$ cat src/rtl/servo_pkg.sv
// Shared types, default constants and arithmetic helpers for the servo sequencer.
package servo_pkg;

   localparam int FRAME_CYCLES = 1_966_080;
   localparam int STOP_DIV     = 147_456;
   localparam int MIN_DIV      = 98_304;
   localparam int MAX_DIV      = 196_608;

   typedef struct packed {
      logic [21:0] div;
      logic [7:0]  frames;
   } servo_cmd_t;

   typedef enum logic [1:0] {
      IDLE = 2'd0,
      RAMP = 2'd1,
      HOLD = 2'd2
   } servo_seq_state_e;

   // Restrict a requested pulse width to the legal servo range.
   function automatic logic [21:0] clamp_div(input logic [21:0] d,
                                             input logic [21:0] lo,
                                             input logic [21:0] hi);
      logic [21:0] r;
      if (d < lo)
         r = lo;
      else if (d > hi)
         r = hi;
      else
         r = d;
      return r;
   endfunction

   // One slew step from cur toward tgt, never overshooting the target.
   function automatic logic [21:0] slew_step(input logic [21:0] cur,
                                             input logic [21:0] tgt,
                                             input logic [21:0] step);
      logic signed [22:0] diff;
      logic signed [22:0] lim;
      logic [21:0]        r;
      diff = $signed({1'b0, tgt}) - $signed({1'b0, cur});
      lim  = $signed({1'b0, step});
      if (diff > lim)
         r = cur + step;
      else if (diff < -lim)
         r = cur - step;
      else
         r = tgt;
      return r;
   endfunction

endpackage

$ cat src/rtl/servo_cmd_fifo.sv
// Small show-ahead command queue: head entry is always visible, pop advances it.
module servo_cmd_fifo
   import servo_pkg::*;
#(
   parameter int DEPTH = 4
) (
   input  logic                   clk_in,
   input  logic                   rst_in,
   input  logic                   push,
   input  servo_cmd_t             push_data,
   input  logic                   pop,
   input  logic                   flush,
   output servo_cmd_t             head,
   output logic [$clog2(DEPTH):0] count
);

   localparam int AW = $clog2(DEPTH);
   localparam int CW = AW + 1;

   servo_cmd_t    mem [DEPTH];
   logic [AW-1:0] wr_ptr;
   logic [AW-1:0] rd_ptr;
   logic          do_push;
   logic          do_pop;

   // Flush dominates; push only with room, pop only with data.
   always_comb begin
      do_push = push && (count != CW'(DEPTH)) && !flush;
      do_pop  = pop && (count != '0) && !flush;
      head    = mem[rd_ptr];
   end

   // Storage array, written at the tail.
   always_ff @(posedge clk_in) begin
      if (do_push)
         mem[wr_ptr] <= push_data;
   end

   // Pointers and occupancy; simultaneous push and pop leaves count unchanged.
   always_ff @(posedge clk_in or posedge rst_in) begin
      if (rst_in) begin
         wr_ptr <= '0;
         rd_ptr <= '0;
         count  <= '0;
      end else if (flush) begin
         wr_ptr <= '0;
         rd_ptr <= '0;
         count  <= '0;
      end else begin
         if (do_push)
            wr_ptr <= wr_ptr + 1'b1;
         if (do_pop)
            rd_ptr <= rd_ptr + 1'b1;
         case ({do_push, do_pop})
            2'b10:   count <= count + 1'b1;
            2'b01:   count <= count - 1'b1;
            default: count <= count;
         endcase
      end
   end

endmodule

$ cat src/rtl/servo_motion_seq.sv
// Servo command sequencer: queues motion commands and slew-limits the PWM
// pulse width once per frame, holding each target for the requested frames.
module servo_motion_seq #(
   parameter int FRAME_CYCLES = servo_pkg::FRAME_CYCLES,
   parameter int STOP_DIV     = servo_pkg::STOP_DIV,
   parameter int MIN_DIV      = servo_pkg::MIN_DIV,
   parameter int MAX_DIV      = servo_pkg::MAX_DIV,
   parameter int STEP         = 4_096,
   parameter int DEPTH        = 4
) (
   input  logic                   clk_in,
   input  logic                   rst_in,
   input  logic                   cmd_valid,
   output logic                   cmd_ready,
   input  logic [21:0]            cmd_div,
   input  logic [7:0]             cmd_frames,
   input  logic                   abort_in,
   output logic [21:0]            divisor,
   output logic                   frame_tick,
   output logic                   busy,
   output logic [$clog2(DEPTH):0] queue_count
);

   import servo_pkg::*;

   localparam int                CNT_W  = $clog2(FRAME_CYCLES);
   localparam int                CW     = $clog2(DEPTH) + 1;
   localparam logic [CNT_W-1:0]  LAST   = CNT_W'(FRAME_CYCLES - 1);
   localparam logic [21:0]       STOP_V = 22'(STOP_DIV);
   localparam logic [21:0]       MIN_V  = 22'(MIN_DIV);
   localparam logic [21:0]       MAX_V  = 22'(MAX_DIV);
   localparam logic [21:0]       STEP_V = 22'(STEP);

   logic [CNT_W-1:0]  frame_cnt;
   servo_seq_state_e  state_reg;
   servo_seq_state_e  state_next;
   logic [21:0]       target_reg;
   logic [21:0]       target_next;
   logic [7:0]        frames_reg;
   logic [7:0]        frames_next;
   logic [7:0]        hold_reg;
   logic [7:0]        hold_next;
   logic [21:0]       divisor_reg;
   logic [21:0]       divisor_next;
   logic [21:0]       ramp_div;
   logic              pop;
   logic              push;
   logic              queue_nonempty;
   servo_cmd_t        push_data;
   servo_cmd_t        head;

   servo_cmd_fifo #(
      .DEPTH (DEPTH)
   ) u_fifo (
      .clk_in    (clk_in),
      .rst_in    (rst_in),
      .push      (push),
      .push_data (push_data),
      .pop       (pop),
      .flush     (abort_in),
      .head      (head),
      .count     (queue_count)
   );

   // Free-running frame counter, 0..FRAME_CYCLES-1.
   always_ff @(posedge clk_in or posedge rst_in) begin
      if (rst_in)
         frame_cnt <= '0;
      else if (frame_tick)
         frame_cnt <= '0;
      else
         frame_cnt <= frame_cnt + 1'b1;
   end

   // Sequencer state register.
   always_ff @(posedge clk_in or posedge rst_in) begin
      if (rst_in)
         state_reg <= IDLE;
      else
         state_reg <= state_next;
   end

   // Motion datapath registers: target, hold bookkeeping and output width.
   always_ff @(posedge clk_in or posedge rst_in) begin
      if (rst_in) begin
         target_reg  <= STOP_V;
         frames_reg  <= '0;
         hold_reg    <= '0;
         divisor_reg <= STOP_V;
      end else begin
         target_reg  <= target_next;
         frames_reg  <= frames_next;
         hold_reg    <= hold_next;
         divisor_reg <= divisor_next;
      end
   end

   // Next-state logic; the slew step always heads toward the target chosen
   // on this tick, so a pop or a return to IDLE moves divisor immediately.
   always_comb begin
      state_next   = state_reg;
      target_next  = target_reg;
      frames_next  = frames_reg;
      hold_next    = hold_reg;
      pop          = 1'b0;
      ramp_div     = slew_step(divisor_reg, target_reg, STEP_V);
      if (abort_in) begin
         state_next  = IDLE;
         target_next = STOP_V;
         hold_next   = '0;
      end else if (frame_tick) begin
         unique case (state_reg)
            IDLE: begin
               target_next = STOP_V;
               if (queue_nonempty) begin
                  pop         = 1'b1;
                  target_next = head.div;
                  frames_next = head.frames;
                  state_next  = RAMP;
               end
            end
            RAMP: begin
               if (ramp_div == target_reg) begin
                  hold_next  = frames_reg;
                  state_next = HOLD;
               end
            end
            HOLD: begin
               if (hold_reg != '0) begin
                  hold_next = hold_reg - 1'b1;
               end else if (queue_nonempty) begin
                  pop         = 1'b1;
                  target_next = head.div;
                  frames_next = head.frames;
                  state_next  = RAMP;
               end else begin
                  target_next = STOP_V;
                  state_next  = IDLE;
               end
            end
            default: begin
               target_next = STOP_V;
               state_next  = IDLE;
            end
         endcase
      end
      divisor_next = frame_tick ? slew_step(divisor_reg, target_next, STEP_V)
                                : divisor_reg;
   end

   // Outputs and handshake; abort blocks enqueue on its own cycle.
   always_comb begin
      frame_tick     = (frame_cnt == LAST);
      queue_nonempty = (queue_count != '0);
      cmd_ready      = (queue_count < CW'(DEPTH)) && !abort_in;
      push           = cmd_valid && cmd_ready;
      push_data.div    = clamp_div(cmd_div, MIN_V, MAX_V);
      push_data.frames = cmd_frames;
      divisor        = divisor_reg;
      busy           = (state_reg != IDLE) || (divisor_reg != STOP_V);
   end

endmodule

$ cat config.mk
export PLATFORM = sky130hd
export DESIGN_NAME = servo_motion_seq
export DESIGN_NICKNAME = d
export VERILOG_FILES = /design/src/rtl/servo_pkg.sv /design/src/rtl/servo_cmd_fifo.sv /design/src/rtl/servo_motion_seq.sv
export SDC_FILE = /design/constraint.sdc
export NUM_CORES = 1
export LEC_CHECK = 0
export BUFFER_PORTS_ARGS = -buffer_cell sky130_fd_sc_hd__buf_2
export CORE_AREA = 3 3 204 166
export CTS_CLUSTER_DIAMETER = 150
export CTS_CLUSTER_SIZE = 10
export DETAILED_ROUTE_END_ITERATION = 7
export DIE_AREA = 0 0 207 169
export MAX_ROUTING_LAYER = met4
export PLACE_DENSITY_LB_ADDON = 0.2
export SYNTH_ARGS = -nofsm -noshare
export SYNTH_HDL_FRONTEND = slang
export SYNTH_SLANG_ARGS = --single-unit
export TNS_END_PERCENT = 1
$ cat constraint.sdc
create_clock -name clk_in -period 8.5 [get_ports clk_in]
set_input_delay 0.425 -clock clk_in [delete_from_list [all_inputs] [get_ports clk_in]]
set_output_delay 0.425 -clock clk_in [all_outputs]
set_load 0.03 [all_outputs]
==> flow_metrics.py <==
metrics = {
    "final_layout": {
        "seq_area_um2": 5862,
        "insertedDiodeCount": 0,
        "multi_input_area_um2": 6545,
        "final_area_um2": 14280,
        "layout-drive-gt1-share_pct": 14.25,
        "n_fill_cell": 3140,
        "fin_nets": 1363,
        "post-route-util_pct": 44.36,
        "area_delta_synth_final_pct": 11.81,
        "largest_reg_flops": 120,
    },
    "cts": {
        "clock_latency_ns": 0.52,
        "cts_resized": 0,
        "cts_buffer_depth": 3,
        "clockRootBuffer": "clkbuf_16",
        "numCtsBuffers": 24,
        "path_clk_slew_ns": 0.06,
        "cts_tree": "built",
        "cts_htree_levels": 1,
        "cts.sinks": 210,
    },
    "routing": {
        "drc": 0,
        "postRouteAntennaNets": 0,
        "drt-total-wl_mm": 35.38,
        "wire_per_inst_um": 20.59,
        "drt-vias-per-instance": 5.748,
        "drtIter0Drc": 837,
        "drtPass1Iterations": 5,
        "vias": 9875,
    },
    "floorplan": {
        "fp-row-count": 59,
        "core_area_um2": 32190,
        "die_h_um": 169,
        "die-area_um2": 34980,
        "initial_core_util_pct": 39.68,
        "die_w_um": 207,
        "io_pins": 62,
    },
    "pwr": {
        "total_power_w": 0.002116,
        "vdd_drop_max_mv": 0.1166,
        "cellLeakagePower_nw": 5.813,
        "power_density_nw_per_um2": 148.2,
    },
    "critical_path": {
        "path_max_fanout": 17,
        "rr_worst_depth": 19,
        "slowest_delay_ns": 0.69,
        "crit_type": "register to register",
        "startpoint_type": "register",
        "slowest_stage": "nor2_2",
        "crit_path_end_kind": "register",
        "crit_chain": "ha_1, nand3_1, or3_1, or3_1, nor2_2, nand2_1, a21oi_1, ha_1, a21o_1, a211o_1, o22a_1, a221oi_1, o21ai_0, a41oi_1, nor2_1, a211oi_4, a31oi_4, nor2_8, mux2_2",
        "worstPathRequired_ns": 8.89,
        "crit_arrival_ns": 7.53,
    },
    "run_status": {
        "status": "finished clean",
    },
    "timing": {
        "fin_skew_ns": 0.02115,
        "worst_pin_slew_ns": 0.9306,
        "finalSetupViolCount": 0,
        "fmax_mhz": 140.0,
        "whs_ns": 0.1304,
        "finalCritPeriodShare_pct": 84.05,
        "drv_slew": 0,
        "final.min_clock_period_ns": 7.144,
        "finalHoldViolations": 0,
        "rsz0062_at_grt": "no",
        "tns_ns": 0,
        "max_slew_margin_pct": 37.39,
    },
    "logic_synthesis": {
        "synthFlopType": "edfxtp_1",
        "yosysMostFrequentCell": "edfxtp_1",
        "synth_edf_count": 120,
        "yosys-top-cells-count": "120 x edfxtp_1, 118 x nand2_1, 86 x dfrtp_1",
        "yosysSeqAreaShare_pct": 45.89,
        "yosysWarningCount": 0,
        "synth.ff_latch_count": 210,
        "syn_inst": 1205,
        "synth_area_leader_cell": "edfxtp_1",
        "yosys.area.top_type_share_pct": 28.22,
        "syn-cell-area_um2": 12770,
        "synth_area_leaders": "edfxtp_1 28%, dfrtp_1 17%, ha_1 5.3%",
        "syn-mean-instance-area_um2": 10.60,
        "async_reset_ff_share_pct": 42.86,
        "synth_cell_type_count": 90,
    },
    "job": {
        "maxCapViolCount": 0,
    },
    "global_route": {
        "track_usage_pct": 20.38,
        "grt_max_degree": 60,
        "grt_antenna_before_repair": 0,
        "overflow": 0,
        "grt_pass1_wl_mm": 55.61,
        "grt_pass1_vias": 9546,
    },
    "min_path": {
        "min_path_type": "input port to register",
        "whs_path_depth": 1,
    },
    "placement": {
        "placed_area_um2": 13570,
        "portBuffers": 61,
        "place.gp.congestion": 0.9813,
        "hpwl_mm": 25.93,
    },
}
==> metal layers <==
metal  wire length, um  share of wire, %  track usage [%]  vias to the layer above
met4               507               1.4            3.451                        0
met3              3266               9.2            4.651                       35
met1             17050                48            30.48                     4812
met2             14560                41            28.63                      389
li1                  -                 -                -                     4639
met5                 0                 0                -                        -
==> worst max-delay path, delay by kind of cell, from the launching register on <==
kind,cells,cell delay (ns)
AOI/OAI and AO/OA,9,2.97
adders and majority gates,2,0.62
DFF,1,0.37
muxes,1,0.38
and+or+nand+nor,7,2.65
==> layout make-up <==
| cell class | count | area share (%) |
|---|---|---|
| multi-input combinational | 903 | 45.84 |
| clock buffer | 44 | 4.881 |
| sequential | 210 | 41.05 |
| inverter | 58 | 1.542 |
| tap | 427 | 3.742 |
| timing repair buffer | 76 | 2.944 |
==> through the flow <==
stage / cells / setup WS [ns]
after floorplan: 1220 / 2.593
final: 1718 / 1.356
after global placement: 1673 / 1.498
after CTS: 1718 / 1.434
after detailed placement: 1673 / 1.466
after global routing: 1718 / 0.7778
==> layout by cell type (no fill, tap or decap), types with 17 or more instances in the layout <==
cell type  instances
edfxtp_1         120
nand2_1          118
dfrtp_1           85
nor2_1            78
a21oi_1           70
buf_2             61
inv_1             57
ha_1              54
xnor2_1           44
o21ai_0           39
nor3_1            34
nand3_1           33
xor2_1            32
mux4_2            30
and2_1            28
clkbuf_16         25
and3_1            23
nand4_1           22
a21o_1            19
clkbuf_1          19
nor4_1            17
==> final timing paths <==
path	from	end	slack, ns
max	frame_cnt[0]	divisor[7]	1.36
min	cmd_frames[1]	u_fifo.mem[3][1]	0.13
max reg2reg	frame_cnt[0]	divisor[7]	1.36
min reg2reg	frame_cnt[0]	frame_cnt[0]	0.46
max in group asynchronous	rst_in	u_fifo.rd_ptr[0]	6.85
min in group asynchronous	rst_in	frame_cnt[12]	0.46
==> repair_timing <==
item,CTS,global route
hold endpoints to repair,28,0
endpoints found under the setup margin,0,0
buffers inserted,0,0
hold buffers,1,0
==> kinds of logic after synthesis <==
family	synth area share [%]
xor gates and xnor gates	5.212
AOI/OAI and AO/OA	15.07
DFF	45.89
muxes	8.239
other	0.02936
adders and majority gates	5.604
and+or+nand+nor	16.60
buffers and inverters	3.360
==> power by group <==
group	leakage, nW	switching (W)	internal [W]
Sequential	2.33	0.00000539	0.00110
Clock	0.331	0.000392	0.000547
Combinational	3.16	0.0000494	0.0000249
No activity file was read; power rests on OpenSTA's default activity.
